### src/rtl/lanes_to_word_pkg.sv
// Shared constants and helpers for the lane-to-word packer.
package lanes_to_word_pkg;

  // Natural byte width; default output word size of the packer.
  localparam int BYTE_LEN = 8;

  // Physical lane position for the cnt-th lane of a word.
  function automatic int lane_index(input int cnt, input int ratio, input bit msb_first);
    if (msb_first) begin
      return ratio - 1 - cnt;
    end else begin
      return cnt;
    end
  endfunction

endpackage

### src/rtl/lanes_to_word.sv
// Narrow-to-wide stream packer: gathers IN_WIDTH-bit lanes into OUT_WIDTH-bit
// words with valid/ready on both sides. A frame end (in_last) flushes a short
// word tagged with its lane count and a last flag.
module lanes_to_word
  import lanes_to_word_pkg::*;
#(
  parameter int IN_WIDTH  = 2,
  parameter int OUT_WIDTH = BYTE_LEN,
  parameter bit MSB_FIRST = 1'b0
) (
  input  logic                                          clk,
  input  logic                                          reset_n,
  input  logic [IN_WIDTH-1:0]                           in_data,
  input  logic                                          in_valid,
  input  logic                                          in_last,
  output logic                                          in_ready,
  output logic [OUT_WIDTH-1:0]                          out_data,
  output logic [$clog2(OUT_WIDTH/IN_WIDTH+1)-1:0]       out_lanes,
  output logic                                          out_last,
  output logic                                          out_valid,
  input  logic                                          out_ready
);

  localparam int RATIO = OUT_WIDTH / IN_WIDTH;
  localparam int CNT_W = $clog2(RATIO + 1);

  // A word must hold a whole number of lanes.
  if ((OUT_WIDTH % IN_WIDTH) != 0 || RATIO < 1) begin : g_bad_ratio
    $error("lanes_to_word: OUT_WIDTH must be a non-zero multiple of IN_WIDTH");
  end

  logic [CNT_W-1:0]     cnt_q, cnt_d;
  logic [OUT_WIDTH-1:0] asm_q, asm_d;
  logic [OUT_WIDTH-1:0] out_data_q, out_data_d;
  logic [CNT_W-1:0]     out_lanes_q, out_lanes_d;
  logic                 out_last_q, out_last_d;
  logic                 out_valid_q, out_valid_d;

  logic [OUT_WIDTH-1:0] merged_s;
  logic                 accept_s;
  logic                 emit_s;
  int                   idx_s;

  // Ready depends only on the output register and out_ready, never on in_*.
  assign in_ready = !out_valid_q || out_ready;
  assign accept_s = in_valid && in_ready;
  assign emit_s   = (cnt_q == CNT_W'(RATIO - 1)) || in_last;

  // Drop the incoming lane into its slot of the assembly word.
  always_comb begin
    idx_s    = lane_index(int'(cnt_q), RATIO, MSB_FIRST);
    merged_s = asm_q;
    for (int l = 0; l < RATIO; l++) begin
      if (l == idx_s) begin
        merged_s[l*IN_WIDTH +: IN_WIDTH] = in_data;
      end else begin
        merged_s[l*IN_WIDTH +: IN_WIDTH] = asm_q[l*IN_WIDTH +: IN_WIDTH];
      end
    end
  end

  // Next-state: accumulate lanes, emit full/last words, drain the output.
  always_comb begin
    cnt_d       = cnt_q;
    asm_d       = asm_q;
    out_data_d  = out_data_q;
    out_lanes_d = out_lanes_q;
    out_last_d  = out_last_q;
    out_valid_d = out_valid_q;
    // A taken word frees the output; a same-cycle emit below refills it.
    if (out_valid_q && out_ready) begin
      out_valid_d = 1'b0;
    end else begin
      out_valid_d = out_valid_q;
    end
    if (accept_s) begin
      if (emit_s) begin
        out_data_d  = merged_s;
        out_lanes_d = cnt_q + CNT_W'(1);
        out_last_d  = in_last;
        out_valid_d = 1'b1;
        cnt_d       = '0;
        asm_d       = '0;
      end else begin
        asm_d = merged_s;
        cnt_d = cnt_q + CNT_W'(1);
      end
    end else begin
      cnt_d = cnt_q;
      asm_d = asm_q;
    end
  end

  // State and output registers; reset discards partial and pending words.
  always_ff @(posedge clk or negedge reset_n) begin
    if (!reset_n) begin
      cnt_q       <= '0;
      asm_q       <= '0;
      out_data_q  <= '0;
      out_lanes_q <= '0;
      out_last_q  <= 1'b0;
      out_valid_q <= 1'b0;
    end else begin
      cnt_q       <= cnt_d;
      asm_q       <= asm_d;
      out_data_q  <= out_data_d;
      out_lanes_q <= out_lanes_d;
      out_last_q  <= out_last_d;
      out_valid_q <= out_valid_d;
    end
  end

  assign out_data  = out_data_q;
  assign out_lanes = out_lanes_q;
  assign out_last  = out_last_q;
  assign out_valid = out_valid_q;

endmodule
### config.mk
export PLATFORM = sky130hd
export DESIGN_NAME = lanes_to_word
export DESIGN_NICKNAME = d
export VERILOG_FILES = /design/src/rtl/lanes_to_word_pkg.sv /design/src/rtl/lanes_to_word.sv
export SDC_FILE = /design/constraint.sdc
export NUM_CORES = 1
export LEC_CHECK = 0
export ABC_AREA = 1
export CAP_MARGIN = 20
export CORE_ASPECT_RATIO = 1.75
export CORE_MARGIN = 2
export CORE_UTILIZATION = 45
export CTS_BUF_LIST = sky130_fd_sc_hd__clkbuf_8
export DETAILED_ROUTE_END_ITERATION = 8
export PLACE_DENSITY = 0.83
export SLEW_MARGIN = 20
export SYNTH_ARGS = -nofsm -noshare
export SYNTH_HDL_FRONTEND = slang
export SYNTH_SLANG_ARGS = --single-unit
### constraint.sdc
create_clock -name clk -period 1.45 [get_ports clk]
set_input_delay 0.2175 -clock clk [delete_from_list [all_inputs] [get_ports clk]]
set_output_delay 0.2175 -clock clk [all_outputs]
set_load 0.02 [all_outputs]
==> results of run 1 <==
-- sequential cells by signal, summed over array words and instances (netlist names) --
register,cells
out_valid,1
out_last,1
cnt_q,3
out_lanes,3
out_data,8
asm_q,8
-- cells by family (layout without fill, tap and decap cells) --
logic type | after synthesis | in the layout
flip-flops | 24 | 24
adder cells (fa/ha/maj) | 5 | 5
AND/OR/NAND/NOR | 99 | 101
buffers and inverters | 12 | 43
-- metrics by stage --
stage	utilization [%]	area (µm²)	total power, mW
after global routing	63.0	1550	2.31
after global placement	57.5	1420	1.58
final	63.0	1550	2.18
after floorplan	-	1150	1.29
after CTS	59.8	1470	2.14
after detailed placement	57.5	1420	1.60
-- per-layer routing --
layer / track usage, % / vias up / wire length [µm]
met5: 0 / - / 0
met2: 34.4 / 20 / 1530
met1: 18.3 / 485 / 1050
met3: 2.81 / 9 / 75
li1: - / 493 / -
met4: 8.68 / 0 / 74
-- cell usage in the layout, fill, tap and decap left out, types with 2 or more instances in the layout --
| master | Yosys | layout |
|---|---|---|
| clkdlybuf4s50_1 | 0 | 6 |
| nor2_4 | 0 | 2 |
| nand3_4 | 1 | 2 |
| buf_4 | 1 | 8 |
| dlygate4sd2_1 | 0 | 12 |
| nand2_1 | 86 | 85 |
| dfrtp_1 | 24 | 24 |
| ha_2 | 0 | 2 |
| clkbuf_8 | 0 | 3 |
| inv_1 | 7 | 6 |
| dlymetal6s2s_1 | 0 | 2 |
| ha_1 | 5 | 2 |
| nand3_1 | 7 | 7 |
| nand2_2 | 1 | 2 |
-- timing repair --
item	CTS	global route
resized for setup	12	14
buffers inserted	0	1
gates cloned	0	3
endpoints found under the hold margin	0	0
pin swaps	1	5
endpoints found under the setup margin	13	22
-- critical path: cells and delay by family --
kind / cells / cell delay (ps)
simple gates: 5 / 530
buf+inv: 4 / 870
-- synth_stat cells (2+ instances only) --
library cell and number:
nand2_1 86, dfrtp_1 24, inv_1 7, nand3_1 7, ha_1 5, buf_6 2
-- power breakdown --
part           leakage, nW  total, mW  switching (mW)  internal [mW]
Sequential           0.319      0.868          0.0700          0.798
Combinational        0.569      0.725           0.437          0.288
Clock               0.0357      0.589           0.219          0.369
-- final timing paths --
check / startpoint / end / slack [ps] / cells after the start
worst min-delay path: reset_n / out_lanes[0] / 300 / 2
worst max register to register: cnt_q[1] / asm_q[5] / 50 / 8
min in group clk: asm_q[7] / asm_q[7] / 470 / 2
worst min register to register: asm_q[7] / asm_q[7] / 470 / 2
max in group asynchronous: reset_n / cnt_q[2] / 920 / 2
worst max-delay path: out_ready / out_lanes[1] / 50 / 9
-- final cells by class --
cell class | instances | area [µm²] | area share [%]
well taps | 26 | 32.5 | 2.10
inverters | 9 | 41.3 | 2.66
flip-flops and latches | 24 | 601 | 38.7
clock inverters | 1 | 30.0 | 1.94
repair buffers | 30 | 267 | 17.2
multi-input cells | 106 | 539 | 34.8
clock buffers | 3 | 41.3 | 2.66
==> qor.csv, run 1 <==
stage;metric;value;unit
critical_path;CP endpoint kind;register;
floorplan;die height;70.9;µm
clock_tree;CTS root buf;clkbuf_8;
place;Inst Count DP;191;
routing;first drt pass iteration count;4;
logic_synthesis;Primary FF master, synth;dfrtp_1;
sta;setup_tns;0;ps
floorplan;DIE AREA;3000;µm²
final_layout;filler cell count;216;
logic_synthesis;post-synthesis mux area share;0;%
clock_tree;CTS tree;yes;
critical_path;slowest stage delay, CP;450;ps
clock_tree;clock-pin slew on the worst setup and hold paths;80;ps
global_route;number of global-route vias before repair;998;
logic_synthesis;register area share after synthesis;52.1;%
logic_synthesis;Yosys top cell by area;dfrtp_1;
logic_synthesis;Synth async-reset ratio;100;%
place;input/output buffers;20;
clock_tree;CTS Buffer Depth;2;
logic_synthesis;Synthesized Nets;152;
sta;relative slew slack;79.8;%
worst_hold_path;Hold Path Class;input port to asynchronous set/reset pin;
clock_tree;clock buffer count from CTS;3;
global_route;first-pass GRT wire length;4200;µm
floorplan;core area;2460;µm²
logic_synthesis;synthesized area;1150;µm²
logic_synthesis;Synth Area in Simple Gates;36.7;%
critical_path;Crit path top cell by count;nand2_1;
pwr;Static Leak;0.923;nW
pwr;VDD IR max;860;µV
sta;Final Skew;5.93;ps
final_layout;layout cells sized above 1;15.6;%
clock_tree;# hold bufs at CTS;0;
routing;Routed WL;2720;µm
final_layout;diode count;0;
global_route;antenna violations before repair;0;
critical_path;CP required;1660;ps
sta;Worst Slack Setup Final;48.6;ps
logic_synthesis;FF+latch count, synth;24;
logic_synthesis;Synth Area in XOR/XNOR;0;%
sta;Hold Vio Cnt, Final;0;
critical_path;CP Max Fanout;5;
critical_path;kind of critical path;input port to register;
global_route;GRT Util Overall;18.1;%
logic_synthesis;Post-Syn Instances;140;
routing;DR vias;1007;
routing;Via density;5.06;
logic_synthesis;syn avg cell area;8.23;µm²
logic_synthesis;largest family of logic cells by synthesized area;simple AND/OR/NAND/NOR gates;
clock_tree;clock latency on the worst-skew pair;270;ps
routing;# DRC;0;
logic_synthesis;adder-cell share of the synthesized area;5.43;%
job;max_cap viols;0;
sta;min Tclk post-route;1400;ps
routing;DR iter-0 viols;24;
critical_path;Crit-path slowest cell;clkdlybuf4s50_1;
place;post-DP HPWL;1750;µm
sta;final hold slack;298;ps
floorplan;Initial Util;46.8;%
final_layout;Final #Nets;186;
pwr;PD cells;1410;nW/µm²
critical_path;crit path cell chain;clkdlybuf4s50_1 -> inv_1 -> nand2_4 -> buf_4 -> nand2_2 -> nor2_1 -> buf_2 -> nand2_1 -> nand2_1;
sta;Setup Viol. Count Final;0;
final_layout;Non-Filler Instances;199;
logic_synthesis;synth unique cells;15;
sta;final max-slew violation count;0;
floorplan;die width;42.3;µm
sta;worst slew pin tran;302;ps
routing;DRT antenna net count;0;
critical_path;CP startpoint kind;input port;
critical_path;Crit path arrival time;1620;ps
logic_synthesis;area fraction in compound gates after synthesis;0;%
sta;max frequency;714;MHz
logic_synthesis;Post-synth EDFFs;0;
final_layout;Synth-to-Final Area Change;34.6;%
place;Place WS;-146;ps
floorplan;I/O pin count;21;
sta;final worst path period share;96.6;%
global_route;GRT overflow;0;
logic_synthesis;Yosys top cell area share;52.1;%
clock_tree;CTS sink cnt;24;
place;routability cong.;0.839;
logic_synthesis;synth warn;0;
routing;Avg WL per Cell;13.7;µm
clock_tree;H-tree Lvls;1;
global_route;largest net degree at the start of global routing;25;
logic_synthesis;top post-synthesis cells by area;dfrtp_1 52%, nand2_1 28%, ha_1 5.4%, nand3_1 3.0%, inv_1 2.3%;
floorplan;placement row count;24;
run_status;outcome;complete, no violations;
(Power assumes the default switching activity.)
==> inputs of run 2 (changes only) <==
--- a/config.mk
+++ b/config.mk
@@ -13,6 +13,7 @@
 export CTS_BUF_LIST = sky130_fd_sc_hd__clkbuf_8
 export DETAILED_ROUTE_END_ITERATION = 8
 export PLACE_DENSITY = 0.83
+export RECOVER_POWER = 50
 export SLEW_MARGIN = 20
 export SYNTH_ARGS = -nofsm -noshare
 export SYNTH_HDL_FRONTEND = slang
==> run 2 against run 1 <==
  * Setup slack improved by 0.65 ps
  * Routed wire length barely moved
  * Die area did not move
  * Critical endpoint unchanged
  * Global-route usage did not move
  * Total power fell by 0.84%
  * Critical path depth did not move
  * Register-to-register slack barely moved
  * Via count fell by 0.30%
  * Largest cell class unchanged
==> qor.csv, run 2 (same netlist as run 1, synthesis figures left out) <==
stage;metric;value;unit;change
run_status;outcome;complete, no violations;;unchanged
final_layout;diode count;0;;unchanged
final_layout;layout cells sized above 1;15.6;%;unchanged
routing;DR iter-0 viols;24;;unchanged
sta;Final Skew;6.02;ps;was 5.93 ps
critical_path;CP endpoint kind;register;;unchanged
routing;DR vias;1004;;was 1,007
clock_tree;CTS root buf;clkbuf_8;;unchanged
routing;Via density;5.05;;was 5.06
critical_path;kind of critical path;input port to register;;unchanged
sta;Setup Viol. Count Final;0;;unchanged
global_route;GRT Util Overall;18.1;%;unchanged
final_layout;Core Util, Final;62.2;%;was 63.0%
critical_path;Crit path top cell by count;nand2_1;;unchanged
routing;Routed WL;2720;µm;about the same
clock_tree;CTS Buffer Depth;2;;unchanged
pwr;Static Leak;0.887;nW;was 0.923 nW
floorplan;Initial Util;46.8;%;unchanged
pwr;PD cells;1410;nW/µm²;about the same
critical_path;CP startpoint kind;input port;;unchanged
pwr;VDD IR max;859;µV;was 860 µV
sta;final worst path period share;96.6;%;about the same
critical_path;crit path cell chain;clkdlybuf4s50_1 -> inv_1 -> nand2_4 -> buf_4 -> nand2_2 -> nor2_1 -> buf_2 -> nand2_1 -> nand2_1;;unchanged
critical_path;FF-to-FF End;asm_q[5];;unchanged
sta;relative slew slack;60.8;%;was 79.8%
critical_path;r2r setup slk;50;ps;about the same
critical_path;Bufs and invs on worst path;4;;unchanged
routing;Max Used Layer;met4;;unchanged
place;post-DP HPWL;1750;µm;unchanged
floorplan;die width;42.3;µm;unchanged
floorplan;placement row count;24;;unchanged
routing;DRT antenna net count;0;;unchanged
final_layout;most common cell after layout, fill and taps aside;nand2_1;;unchanged
floorplan;I/O pin count;21;;unchanged
place;Inst Count DP;191;;unchanged
final_layout;Final #Nets;186;;unchanged
place;routability cong.;0.839;;unchanged
critical_path;Crit-path slowest cell;clkdlybuf4s50_1;;unchanged
critical_path;CP Depth;9;;unchanged
sta;Hold Vio Cnt, Final;0;;unchanged
critical_path;Worst path top cell family by delay;buffers and inverters;;unchanged
global_route;GRT overflow;0;;unchanged
routing;Avg WL per Cell;13.7;µm;about the same
routing;# DRC;0;;unchanged
critical_path;CP Max Fanout;5;;unchanged
clock_tree;# hold bufs at CTS;0;;unchanged
final_layout;filler cell count;221;;was 216
sta;min Tclk post-route;1400;ps;about the same
clock_tree;clock-pin slew on the worst setup and hold paths;80;ps;about the same
floorplan;core area;2460;µm²;unchanged
pwr;total chip power;2.16;mW;was 2.18 mW
global_route;first-pass GRT wire length;4200;µm;unchanged
worst_hold_path;Hold Path Class;input port to asynchronous set/reset pin;;unchanged
floorplan;DIE AREA;3000;µm²;unchanged
critical_path;Critical R2R Launch;cnt_q[1];;unchanged
routing;routed wl met2;1520;µm;was 1530 µm
clock_tree;CTS sink cnt;24;;unchanged
final_layout;Synth-to-Final Area Change;32.9;%;was 34.6%
sta;max frequency;714;MHz;about the same
clock_tree;clock latency on the worst-skew pair;270;ps;about the same
routing;Metal-1 WL;1050;µm;about the same
routing;met3 wire length;69;µm;was 75 µm
clock_tree;H-tree Lvls;1;;unchanged
routing;first drt pass iteration count;4;;unchanged
critical_path;CP required;1660;ps;about the same
clock_tree;clock buffer count from CTS;3;;unchanged
final_layout;most frequent cells in the layout;85 x nand2_1, 24 x dfrtp_1, 12 x dlygate4sd2_1;;unchanged
critical_path;slowest stage delay, CP;450;ps;about the same
global_route;number of global-route vias before repair;998;;unchanged
critical_path;Crit path arrival time;1620;ps;about the same
final_layout;Non-Filler Instances;199;;unchanged
critical_path;R2R depth;8;;unchanged
job;max_cap viols;0;;unchanged
floorplan;die height;70.9;µm;unchanged
global_route;antenna violations before repair;0;;unchanged
sta;final hold slack;470;ps;was 298 ps
clock_tree;CTS tree;yes;;unchanged
sta;worst slew pin tran;588;ps;was 302 ps
global_route;largest net degree at the start of global routing;25;;unchanged
place;input/output buffers;20;;unchanged
sta;final max-slew violation count;0;;unchanged
[run 2: cell count changes in the layout (fill, tap and decap cells not counted), sizes merged]
cell	change
clkdlybuf4s50	-1
dlygate4sd3	+1
buf	-1
clkbuf	+3
dlymetal6s2s	-2
[run 2: power by group]
| group | switching, mW | total (mW) | internal, mW |
|---|---|---|---|
| combinational | 0.437 | 0.706 | 0.269 |
| sequential | 0.0705 | 0.869 | 0.798 |
| clock | 0.219 | 0.589 | 0.369 |
[run 2: cell type report]
class | instances | area [µm²] | share of cell area (%)
flip-flops and latches | 24 | 601 | 39.2
multi-input cells | 106 | 539 | 35.2
repair buffers | 30 | 246 | 16.1
clock buffers | 3 | 41.3 | 2.70
inverters | 9 | 41.3 | 2.70
well taps | 26 | 32.5 | 2.12
clock inverters | 1 | 30.0 | 1.96
[run 2: stage by stage]
stage	setup TNS, ps	setup slack, ps	cell area [µm²]
final	0	49.3	1530
after global routing	-432	-61.1	1530
after CTS	0	8.90	1470
after detailed placement	-709	-146	1420
after global placement	-314	-144	1420
after floorplan	0	38.2	1150
[run 2: timing repair]
action                     CTS  global route
pin swaps                    1             5
setup endpoints to repair   13            22
gates resized for setup     12            14
buffers inserted             0             1
gates cloned                 0             3
[run 2: worst max-delay path by stage]
stage | start | end | slack, ps
final | out_ready | out_lanes[1] | 50
after global routing | out_ready | out_data[6] | -60
after CTS | out_data[5] | out_data[5] | 9
after detailed placement | out_ready | in_ready | -150
after global placement | out_ready | in_ready | -140
after floorplan | cnt_q[2] | out_data[1] | 40
[run 2: per-layer routing]
layer	track usage, %	up-vias
met5	0	-
met4	8.68	0
met3	2.81	9
met2	34.4	16
met1	18.3	485
li1	-	494
[run 2: worst reg2reg max path: stages, from the launching register on]
cell     delay [ps]
dfrtp_1         390
ha_2            210
ha_4            170
nor2_4          110
buf_6           120
inv_8            50
nor2_4          150
nand2_1          60
nand2_1          70
